**src/rtl/color_pkg.sv**
```systemverilog
// Shared types and code constants for the 2-bit color FSM command interface.
// Used by the driver, the out-code decoder and any color FSM instance.
package color_pkg;

    typedef enum logic {
        BLUE = 1'b0,
        RED  = 1'b1
    } color_state_e;

    localparam logic [1:0] OUT_BLUE  = 2'h1;
    localparam logic [1:0] OUT_RED   = 2'h2;
    localparam logic [1:0] IN_HOLD   = 2'h0;
    localparam logic [1:0] IN_TOGGLE = 2'h1;

    typedef enum logic [1:0] {
        ST_OK      = 2'h0,
        ST_TIMEOUT = 2'h1,
        ST_ILLEGAL = 2'h2
    } status_e;

    typedef enum logic [1:0] {
        S_IDLE  = 2'h0,
        S_ISSUE = 2'h1,
        S_WAIT  = 2'h2,
        S_RESP  = 2'h3
    } drv_state_e;

    typedef struct packed {
        logic         legal;
        color_state_e color;
    } out_decode_t;

    // Counter width for a range of n values; never below one bit.
    function automatic int unsigned cnt_width(input int unsigned n);
        return (n > 1) ? $clog2(n) : 1;
    endfunction

endpackage

```
**src/rtl/color_fsm_driver_if.sv**
```systemverilog
// Request/response and FSM command signals between controller, driver and color FSM.
// master = driver side, slave = controller/FSM side.
interface color_fsm_driver_if #(
    parameter int unsigned RW = 2
);
    logic          req_valid;
    logic          req_ready;
    logic          req_color;
    logic [1:0]    fsm_in;
    logic [1:0]    fsm_out;
    logic          resp_valid;
    logic          resp_ready;
    logic [1:0]    resp_status;
    logic [RW-1:0] resp_retries;
    logic          busy;

    modport master (
        input  req_valid, req_color, fsm_out, resp_ready,
        output req_ready, fsm_in, resp_valid, resp_status, resp_retries, busy
    );

    modport slave (
        output req_valid, req_color, fsm_out, resp_ready,
        input  req_ready, fsm_in, resp_valid, resp_status, resp_retries, busy
    );
endinterface

```
**src/rtl/color_out_decode.sv**
```systemverilog
// Decodes the color FSM out code into a legal flag and a Color_state.
module color_out_decode
    import color_pkg::*;
(
    input  logic [1:0]  code,
    output out_decode_t dec_c
);

    always_comb begin
        dec_c = '{legal: 1'b0, color: RED};
        case (code)
            OUT_BLUE: dec_c = '{legal: 1'b1, color: BLUE};
            OUT_RED:  dec_c = '{legal: 1'b1, color: RED};
            default:  dec_c = '{legal: 1'b0, color: RED};
        endcase
    end

endmodule

```
**src/rtl/color_fsm_driver.sv**
```systemverilog
// Initiator for the color FSM: toggles until the requested color is seen, retries, times out.
// Optional COLOR_DRV_STATS_EN adds a saturating toggle_count output.
module color_fsm_driver
    import color_pkg::*;
#(
    parameter int unsigned TIMEOUT_CYCLES = 4,
    parameter int unsigned MAX_RETRY      = 2
) (
    input  logic               clk,
    input  logic               rst,
    color_fsm_driver_if.master bus
`ifdef COLOR_DRV_STATS_EN
    ,
    output logic [15:0]        toggle_count
`endif
);

    localparam int unsigned TW = cnt_width(TIMEOUT_CYCLES);
    localparam int unsigned RW = cnt_width(MAX_RETRY + 1);
    localparam logic [TW-1:0] TIMER_LAST = TW'(TIMEOUT_CYCLES - 1);
    localparam logic [RW-1:0] RETRY_MAX  = RW'(MAX_RETRY);

    drv_state_e   state_q, state_d;
    color_state_e target_q, target_d;
    logic [TW-1:0] timer_q, timer_d;
    logic [RW-1:0] retries_q, retries_d;
    status_e      status_q, status_d;
    out_decode_t  dec_c;

    color_out_decode u_decode (
        .code  (bus.fsm_out),
        .dec_c (dec_c)
    );

    // Next-state and response bookkeeping
    always_comb begin
        state_d   = state_q;
        target_d  = target_q;
        timer_d   = timer_q;
        retries_d = retries_q;
        status_d  = status_q;
        case (state_q)
            S_IDLE: begin
                if (bus.req_valid) begin
                    target_d  = color_state_e'(bus.req_color);
                    timer_d   = '0;
                    retries_d = '0;
                    if (!dec_c.legal) begin
                        status_d = ST_ILLEGAL;
                        state_d  = S_RESP;
                    end else if (dec_c.color == color_state_e'(bus.req_color)) begin
                        status_d = ST_OK;
                        state_d  = S_RESP;
                    end else begin
                        state_d  = S_ISSUE;
                    end
                end
            end
            S_ISSUE: begin
                timer_d = '0;
                state_d = S_WAIT;
            end
            S_WAIT: begin
                if (!dec_c.legal) begin
                    status_d = ST_ILLEGAL;
                    state_d  = S_RESP;
                end else if (dec_c.color == target_q) begin
                    status_d = ST_OK;
                    state_d  = S_RESP;
                end else if (timer_q == TIMER_LAST) begin
                    if (retries_q < RETRY_MAX) begin
                        retries_d = retries_q + RW'(1);
                        state_d   = S_ISSUE;
                    end else begin
                        status_d = ST_TIMEOUT;
                        state_d  = S_RESP;
                    end
                end else begin
                    timer_d = timer_q + TW'(1);
                end
            end
            S_RESP: begin
                if (bus.resp_ready) begin
                    state_d = S_IDLE;
                end
            end
            default: state_d = S_IDLE;
        endcase
    end

    // State register; outputs are registered copies derived from the next state
    always_ff @(posedge clk) begin
        if (rst) begin
            state_q          <= S_IDLE;
            target_q         <= RED;
            timer_q          <= '0;
            retries_q        <= '0;
            status_q         <= ST_OK;
            bus.fsm_in       <= IN_HOLD;
            bus.req_ready    <= 1'b1;
            bus.busy         <= 1'b0;
            bus.resp_valid   <= 1'b0;
            bus.resp_status  <= ST_OK;
            bus.resp_retries <= '0;
        end else begin
            state_q          <= state_d;
            target_q         <= target_d;
            timer_q          <= timer_d;
            retries_q        <= retries_d;
            status_q         <= status_d;
            bus.fsm_in       <= (state_d == S_ISSUE) ? IN_TOGGLE : IN_HOLD;
            bus.req_ready    <= (state_d == S_IDLE);
            bus.busy         <= (state_d != S_IDLE);
            bus.resp_valid   <= (state_d == S_RESP);
            bus.resp_status  <= status_d;
            bus.resp_retries <= retries_d;
        end
    end

`ifdef COLOR_DRV_STATS_EN
    // Cycles spent driving a toggle, saturating
    always_ff @(posedge clk) begin
        if (rst) begin
            toggle_count <= 16'h0000;
        end else if (bus.fsm_in == IN_TOGGLE && toggle_count != 16'hFFFF) begin
            toggle_count <= toggle_count + 16'd1;
        end
    end
`endif

endmodule

```
**src/flat_wrapper.sv**
```systemverilog
// flat-port wrapper written by rule: the top's interface ports become plain ports
module color_fsm_driver_flat import color_pkg::*;
#(
    parameter int unsigned TIMEOUT_CYCLES = 4,
    parameter int unsigned MAX_RETRY      = 2
)
  (clk, rst, bus_req_valid, bus_req_color, bus_fsm_out, bus_resp_ready, bus_req_ready, bus_fsm_in, bus_resp_valid, bus_resp_status, bus_resp_retries, bus_busy);
  color_fsm_driver_if #(.RW(2)) bus_i ();
  input  logic clk;
  input  logic rst;
  input wire logic [$bits(bus_i.req_valid)-1:0] bus_req_valid;
  input wire logic [$bits(bus_i.req_color)-1:0] bus_req_color;
  input wire logic [$bits(bus_i.fsm_out)-1:0] bus_fsm_out;
  input wire logic [$bits(bus_i.resp_ready)-1:0] bus_resp_ready;
  output wire logic [$bits(bus_i.req_ready)-1:0] bus_req_ready;
  output wire logic [$bits(bus_i.fsm_in)-1:0] bus_fsm_in;
  output wire logic [$bits(bus_i.resp_valid)-1:0] bus_resp_valid;
  output wire logic [$bits(bus_i.resp_status)-1:0] bus_resp_status;
  output wire logic [$bits(bus_i.resp_retries)-1:0] bus_resp_retries;
  output wire logic [$bits(bus_i.busy)-1:0] bus_busy;
  assign bus_i.req_valid = bus_req_valid;
  assign bus_i.req_color = bus_req_color;
  assign bus_i.fsm_out = bus_fsm_out;
  assign bus_i.resp_ready = bus_resp_ready;
  assign bus_req_ready = bus_i.req_ready;
  assign bus_fsm_in = bus_i.fsm_in;
  assign bus_resp_valid = bus_i.resp_valid;
  assign bus_resp_status = bus_i.resp_status;
  assign bus_resp_retries = bus_i.resp_retries;
  assign bus_busy = bus_i.busy;
  color_fsm_driver #(.TIMEOUT_CYCLES(TIMEOUT_CYCLES), .MAX_RETRY(MAX_RETRY)) u_core (.clk(clk), .rst(rst), .bus(bus_i));
endmodule
```
**config.mk**
```make
export PLATFORM = sky130hd
export DESIGN_NAME = color_fsm_driver_flat
export DESIGN_NICKNAME = d
export VERILOG_FILES = /design/src/rtl/color_pkg.sv /design/src/rtl/color_fsm_driver_if.sv /design/src/rtl/color_out_decode.sv /design/src/rtl/color_fsm_driver.sv /design/src/flat_wrapper.sv
export SDC_FILE = /design/constraint.sdc
export NUM_CORES = 1
export LEC_CHECK = 0
export CAP_MARGIN = 20
export CORE_MARGIN = 10
export CORE_UTILIZATION = 51
export CTS_CLUSTER_DIAMETER = 60
export DETAILED_ROUTE_END_ITERATION = 16
export PLACE_DENSITY = 0.9
export SLEW_MARGIN = 15
export SYNTH_ARGS = -nofsm -noshare
export SYNTH_HDL_FRONTEND = slang
export SYNTH_HIERARCHICAL = 1
export SYNTH_SLANG_ARGS = --single-unit
export TNS_END_PERCENT = 1
```
**constraint.sdc**
```tcl
create_clock -name clk -period 2.7 [get_ports clk]
set_input_delay 0.405 -clock clk [delete_from_list [all_inputs] [get_ports clk]]
set_output_delay 0.405 -clock clk [all_outputs]
set_load 0.005 [all_outputs]
```
==> results by group, run 1 <==
STA
  – Final Skew: ~0.012 ns
  – RSZ-0062 raised after global routing: no
  – Post-layout min period: between 1.5 and 2 ns
  – Final Max Tran Viols: 0
  – Final Hold Fails: 0
  – Max Clk Rate: around 530 MHz
  – Fin crit share: a little over two thirds
  – Setup TNS: 0 ns
  – Final setup viols: 0
  – Final setup margin: between 0.8 and 0.9 ns

CTS
  – TritonCTS Buffers: 3
  – Root buffer cell: clkbuf_4
  – Clk slew on worst S/H paths: 0.09 ns
  – Cts repair resizes: 0
  – Clock sink total: 13
  – CTS Buffer Depth: 2
  – Post-CTS Hold Fix Bufs: 0
  – Setup bufs post-CTS: 0
  – Worst skew pair latency: ~0.27 ns
  – CTS tree: yes
  – H-tree lvl count: 1

Global routing
  – Antenna violations before repair: 0
  – Gr usage total: under 10%
  – Met2 Usage GRT: about 15%
  – Maximum number of pins on one net before global-route repair: 13
  – Grt total ovfl: 0
  – Number of global-route vias before repair: 562
  – Global-route wire length before repair: between 2000 and 2500 um
  – Met3 GRT Util: roughly 3.4%
  – Met1 GRT Util: between 10% and 20%
  – Top Usage Layer GRT: met2

Setup path
  – CP required: roughly 2.8 ns
  – Critical path arrival: 2.01 ns
  – Critical path class: in2reg
  – CP Launch Point: bus_fsm_out[1]
  – Worst r2r src: u_core/timer_q[0]$_SDFFE_PP0P_
  – Crit-path max FO: 4
  – Crit start category: input pin
  – CP Capture Type: flop

Synth
  – Number of flops mapped to enable cells by yosys: 0
  – Synthesized area: between 600 and 700 sq um
  – Yosys Warn Count: 6
  – Ranking of synthesized cells by area: dfxtp_1 (38%), ha_1 (5.4%), inv_1 (4.3%)
  – Unique masters post-synth: 37
  – Leading area contributor after synthesis: dfxtp_1
  – Post-synthesis area per instance: 9.21 sq um
  – Post-synth top flop: dfxtp_1
  – Synth top area share: 37.7%
  – Syn nets: 85
  – Post-synth ARST share: 0%
  – Seq/Total Area, Yosys: a little under two fifths
  – Mapped Cells: 75
  – Seq cells post-synth: 13

Layout
  – Multi-input gate area: 378 sq um
  – Final instance area: approximately 860 sq um
  – Layout net count: a little over 100
  – Core Util, Final: between 60% and 70%
  – Commonest non-fill, non-tap cell in the layout: clkdlybuf4s50_1
  – Fraction of layout cells with a size suffix above 1: between 10% and 20%
  – Diode count: 0
  – Most frequent cells in the layout: clkdlybuf4s50_1 (14), dfxtp_1 (13), inv_1 (8)
  – Area grow syn2layout: 24.6%
  – Register Area: ~260 sq um
  – # fillers: around 110

Pwr
  – Int Pwr: 0.000361 W
  – Worst VDD drop: between 300 and 400 uV
  – Psw: 0.000162 W
  – Leak: 0.346 nW
  – Sw frac: roughly 31%
  – Combinational share of power: between 30% and 40%
  – P per Cell Area: approximately 610 nW/um^2
  – Clock share of power: between 20% and 30%
  – Sequential group share of total power: 45.6%

Die
  – Io pins: 16
  – Die height: about 57 um
  – CORE AREA: 1280 sq um
  – Starting Density: about 54%
  – Row cnt: 13
  – Full die area: roughly 3200 sq um
  – Die width: 56.8 um

Placement
  – DP HPWL: roughly 1200 um
  – Area post-placement: approximately 830 sq um
  – Port bufs: 14
  – Global placement routability congestion: around 0.8
  – Dpl ws: roughly 0.54 ns

Drt
  – Detail-routed via count per cell: 5.77
  – Aggregate routed wire length: around 1500 um
  – Via count: just over 600
  – Remaining DRCs: 0
  – Drt wl/cell: between 10 and 15 um
  – Pre-antenna DRT Iters: 5
  – DRT antenna net count: 0
  – Drt initial violations: 13

Run status
  – Outcome: complete, no violations

Hold path
  – Hold wc startpoint: u_core/status_q[1]$_SDFFE_PP0P_
  – Hold Crit Class: reg2reg

Job
  – Max-cap viol count: 0
-- Yosys cell counts (2+ instances only) --
master and count:
and2_1 2, a31oi_1 3, ha_1 3, nand4b_1 2, nand2_1 6, a21oi_2 2, a31o_2 2, nor2_1 4
inv_1 8, o21ai_0 2, a21oi_1 3, dfxtp_1 13
-- sequential cells by signal (all words and copies together) (netlist names) --
name / count
u_core/bus.resp_valid: 1
u_core/bus.req_ready: 1
u_core/target_q: 1
u_core/retries_q: 2
u_core/timer_q: 2
u_core/bus.busy: 1
u_core/bus.fsm_in: 1
u_core/status_q: 2
u_core/state_q: 2
-- metal layers --
| layer | part of all wire [%] | vias to the layer above |
|---|---|---|
| met5 | 0 | - |
| met1 | 39 | 283 |
| met2 | 51 | 22 |
| li1 | - | 301 |
| met3 | 9.1 | 6 |
| met4 | 1.2 | 0 |
-- power groups by stage --
stage          combinational (W)  clock (W)  sequential [W]
2_1_floorplan           0.000109          0        0.000242
3_3_place_gp            0.000160          0        0.000242
3_5_place_dp            0.000166          0        0.000244
4_1_cts                 0.000167   0.000123        0.000239
5_1_grt                 0.000185   0.000134        0.000241
6_report                0.000167   0.000117        0.000238
-- worst paths after layout --
path / to / slack [ns] / cells past startpoint
max: u_core/bus.busy$_SDFF_PP0_ / 0.82 / 8
min: u_core/status_q[1]$_SDFFE_PP0P_ / 0.49 / 2
max reg2reg: u_core/bus.busy$_SDFF_PP0_ / 1.17 / 5
min reg2reg: u_core/status_q[1]$_SDFFE_PP0P_ / 0.49 / 2
-- metrics by stage --
step / power (W) / cells / hold slack [ns]
2_1_floorplan: 0.000351 / 75 / 0.475
3_3_place_gp: 0.000402 / 102 / 0.463
3_5_place_dp: 0.000410 / 102 / 0.491
4_1_cts: 0.000529 / 106 / 0.511
5_1_grt: 0.000560 / 106 / 0.543
6_report: 0.000522 / 106 / 0.494
-- layout make-up --
| cell class | count | share of cell area (%) |
|---|---|---|
| inverter | 8 | 3.49 |
| sequential | 13 | 30.2 |
| clock buffer | 4 | 3.05 |
| tap | 15 | 2.18 |
| timing repair buffer | 15 | 17.2 |
| multi-input combinational | 51 | 43.9 |
-- worst max-delay path, stage by stage --
cell and delay (ns):
clkdlybuf4s50_1 0.45, inv_1 0.04, ha_1 0.16, inv_1 0.12, xor2_2 0.28, nand3_4 0.12
o21ai_0 0.31, a31oi_1 0.14
-- kinds of logic after synthesis --
group                    count (synthesis)  synth area share, %
AO/OA/AOI/OAI                           21                 22.3
XOR/XNOR                                 2                 3.62
adder cells (fa/ha/maj)                  3                 5.44
buffers and inverters                   11                 7.61
flip-flops                              13                 37.7
multiplexers                             1                 1.45
other                                    1                0.543
AND/OR/NAND/NOR                         23                 21.4
(Power assumes the default switching activity.)
==> run 2: changes to the inputs <==
--- a/config.mk
+++ b/config.mk
@@ -7,10 +7,10 @@
 export LEC_CHECK = 0
 export CAP_MARGIN = 20
 export CORE_MARGIN = 10
-export CORE_UTILIZATION = 51
+export CORE_UTILIZATION = 42
 export CTS_CLUSTER_DIAMETER = 60
 export DETAILED_ROUTE_END_ITERATION = 16
-export PLACE_DENSITY = 0.9
+export PLACE_DENSITY = 0.81
 export SLEW_MARGIN = 15
 export SYNTH_ARGS = -nofsm -noshare
 export SYNTH_HDL_FRONTEND = slang
==> constraint.sdc (replaced) <==
create_clock -name clk -period 1.6 [get_ports clk]
set_input_delay 0.24 -clock clk [delete_from_list [all_inputs] [get_ports clk]]
set_output_delay 0.24 -clock clk [all_outputs]
set_load 0.005 [all_outputs]
==> run 2 against run 1 <==
Compared with the run above:
- global-route usage increased by 1.1 points
- via count up 5.6%
- wire length grew 27%
- utilization is 1.9 points higher
- clock skew grew 0.0013 ns
- critical path depth shrank 3
- hold slack better by 0.027 ns
- critical endpoint is now u_core/bus.req_ready$_SDFF_PP1_
- largest cell class unchanged
==> results by group, run 2 (synthesis results as in run 1) <==
Setup path
  – R2R Path End: u_core/bus.req_ready$_SDFF_PP1_ (was u_core/bus.busy$_SDFF_PP0_)
  – Worst r2r src: u_core/state_q[1]$_SDFF_PP0_ (was u_core/timer_q[0]$_SDFFE_PP0P_)
  – Worst path max stage delay: 0.50 ns (was 0.45 ns)
  – R2R depth: 5 (unchanged)
  – Buf/Inv on CP: 1 (was 3)
  – CP required: 1.77 ns (was 2.83 ns)
  – Critical path class: in2reg (unchanged)
  – Critical path arrival: 1.68 ns (was 2.01 ns)
  – Max stage delay cell, worst path: clkdlybuf4s50_1 (unchanged)
  – Critical path cell sequence: clkdlybuf4s50_1 -> or3b_4 -> a21oi_4 -> nor2b_4 -> a31o_2 (was clkdlybuf4s50_1 -> inv_1 -> ha_1 -> inv_1 -> xor2_2 -> nand3_4 -> o21ai_0 -> a31oi_1)
  – Crit start category: input pin (unchanged)
  – Reg2reg setup slack: 0.12 ns (was 1.17 ns)
  – Critical path's top delay family: buffers and inverters (unchanged)
  – Crit-path max FO: 4 (unchanged)
  – CP Capture Type: flop (unchanged)

Global routing
  – Grt total ovfl: 0 (unchanged)
  – Antenna violations before repair: 0 (unchanged)
  – Global-route wire length before repair: 2880 um (was 2480 um)
  – Number of global-route vias before repair: 612 (was 562)
  – Gr usage total: 10.3% (was 9.17%)
  – Maximum number of pins on one net before global-route repair: 13 (unchanged)

STA
  – RSZ-0062 raised after global routing: no (unchanged)
  – Setup TNS: 0 ns (unchanged)
  – Final setup viols: 0 (unchanged)
  – Final Skew: 0.0134 ns (was 0.0121 ns)
  – Hold slack final: 0.521 ns (was 0.494 ns)
  – Post-layout min period: approximately 1.5 ns
  – Final Hold Fails: 0 (unchanged)
  – Max Clk Rate: between 600 and 700 MHz
  – Final Max Tran Viols: 0 (unchanged)
  – Fin crit share: 94.5%

Drt
  – Remaining DRCs: 0 (unchanged)
  – Via count: 646 (was 612)
  – Drt initial violations: 30 (was 13)
  – DRT antenna net count: 0 (unchanged)
  – Drt wl/cell: 16.6 um (was 14.4 um)
  – Pre-antenna DRT Iters: 4 (was 5)
  – Detail-routed via count per cell: 5.57 (was 5.77)
  – Aggregate routed wire length: 1930 um (was 1530 um)

CTS
  – CTS tree: yes (unchanged)
  – Worst skew pair latency: 0.28 ns (was 0.27 ns)
  – Root buffer cell: clkbuf_4 (unchanged)
  – Clk slew on worst S/H paths: 0.09 ns (about the same)
  – H-tree lvl count: 1 (unchanged)
  – CTS Buffer Depth: 2 (unchanged)
  – Post-CTS Hold Fix Bufs: 0 (unchanged)
  – Clock sink total: 13 (unchanged)
  – TritonCTS Buffers: 3 (unchanged)

Layout
  – Layout net count: 111 (was 102)
  – Most frequent cells in the layout: dfxtp_1 (13), clkdlybuf4s50_1 (12), buf_4 (8) (was clkdlybuf4s50_1 (14), dfxtp_1 (13), inv_1 (8))
  – # fillers: 107 (was 111)
  – Area grow syn2layout: 52.0% (was 24.6%)
  – Fraction of layout cells with a size suffix above 1: 36.0% (was 14.3%)
  – Diode count: 0 (unchanged)
  – Commonest non-fill, non-tap cell in the layout: dfxtp_1 (was clkdlybuf4s50_1)

Hold path
  – Hold Crit Endpoint: u_core/status_q[1]$_SDFFE_PP0P_ (unchanged)
  – Hold wc startpoint: u_core/status_q[1]$_SDFFE_PP0P_ (unchanged)
  – Hold Crit Class: reg2reg (unchanged)
  – Worst hold stages: 2 (unchanged)

Pwr
  – P per Cell Area: 970 nW/um^2 (was 607 nW/um^2)
  – Worst VDD drop: 485 uV (was 308 uV)
  – Leak: 0.428 nW (was 0.346 nW)
  – Pwr Total: 0.00102 W (was 0.000522 W)

Die
  – Full die area: 3670 sq um (was 3230 sq um)
  – Io pins: 16 (unchanged)
  – Starting Density: 45.3% (was 53.7%)
  – Die height: 60.6 um (was 56.8 um)
  – Row cnt: 14 (was 13)
  – Die width: 60.6 um (was 56.8 um)
  – CORE AREA: 1520 sq um (was 1280 sq um)

Placement
  – DP HPWL: 1260 um (was 1240 um)
  – Port bufs: 14 (unchanged)
  – Global placement routability congestion: 0.773 (was 0.786)

Job
  – Max-cap viol count: 0 (unchanged)

Run status
  – Outcome: complete, no violations (unchanged)
==> run 2: changes by cell type in the layout (fill, tap and decap cells not counted), sizes merged <==
cell / before / now
dlymetal6s2s: 0 / 2
buf: 1 / 10
inv: 8 / 7
clkdlybuf4s50: 14 / 12
clkinvlp: 0 / 1
==> run 2: where the power goes <==
| part | internal (W) | switching (W) |
|---|---|---|
| registers | 0.000368 | 0.0000238 |
| clock network | 0.0000966 | 0.000112 |
| logic | 0.000216 | 0.000202 |
| total | 0.000681 | 0.000338 |
==> run 2: worst max-delay path by stage <==
stage	start	to	slack (ns)	cells past startpoint
2_1_floorplan	bus_fsm_out[1]	u_core/retries_q[1]$_SDFFE_PP0P_	0.18	7
3_3_place_gp	bus_fsm_out[1]	u_core/retries_q[1]$_SDFFE_PP0P_	-0.33	8
3_5_place_dp	bus_fsm_out[1]	u_core/bus.fsm_in[0]$_SDFF_PP0_	-0.35	9
4_1_cts	bus_fsm_out[0]	u_core/bus.req_ready$_SDFF_PP1_	-0.0003	8
5_1_grt	u_core/timer_q[0]$_SDFFE_PP0P_	u_core/bus.busy$_SDFF_PP0_	0.04	5
6_report	bus_req_valid	u_core/bus.req_ready$_SDFF_PP1_	0.09	5
==> run 2: routing by layer <==
| layer | wire, um | GRT usage [%] |
|---|---|---|
| met1 | 809 | 13.1 |
| met2 | 916 | 14.6 |
| met3 | 146 | 3.97 |
| met4 | 58 | 5.33 |
| met5 | 0 | 0 |
==> run 2: repair_timing <==
item	in CTS	in global routing
pin swaps	3	8
endpoints found under the setup margin	8	12
setup buffers	0	0
gates resized for setup	7	18
==> run 2: stage by stage <==
step	instance area (sq um)	util, %	cells	worst slack (ns)
6_report	1050	68.9	116	0.0873
3_3_place_gp	911	59.8	113	-0.326
5_1_grt	1050	68.9	116	0.0400
2_1_floorplan	691	-	75	0.181
4_1_cts	972	63.8	117	-0.000332
3_5_place_dp	911	59.8	113	-0.348
==> run 2: area by class of cell <==
type | count | area (sq um) | share of cell area, %
timing repair buffer | 24 | 228 | 21.7
multi-input combinational | 51 | 479 | 45.6
tap | 16 | 20.0 | 1.91
clock buffer | 4 | 26.3 | 2.50
inverter | 8 | 36.3 | 3.46
sequential | 13 | 260 | 24.8
==> run 2: worst reg2reg max path, cell delays in order, from the launching register on <==
cell,delay (ns)
dfxtp_1,0.31
buf_4,0.15
or3b_4,0.39
a21oi_4,0.22
nor2b_4,0.08
a31o_2,0.23
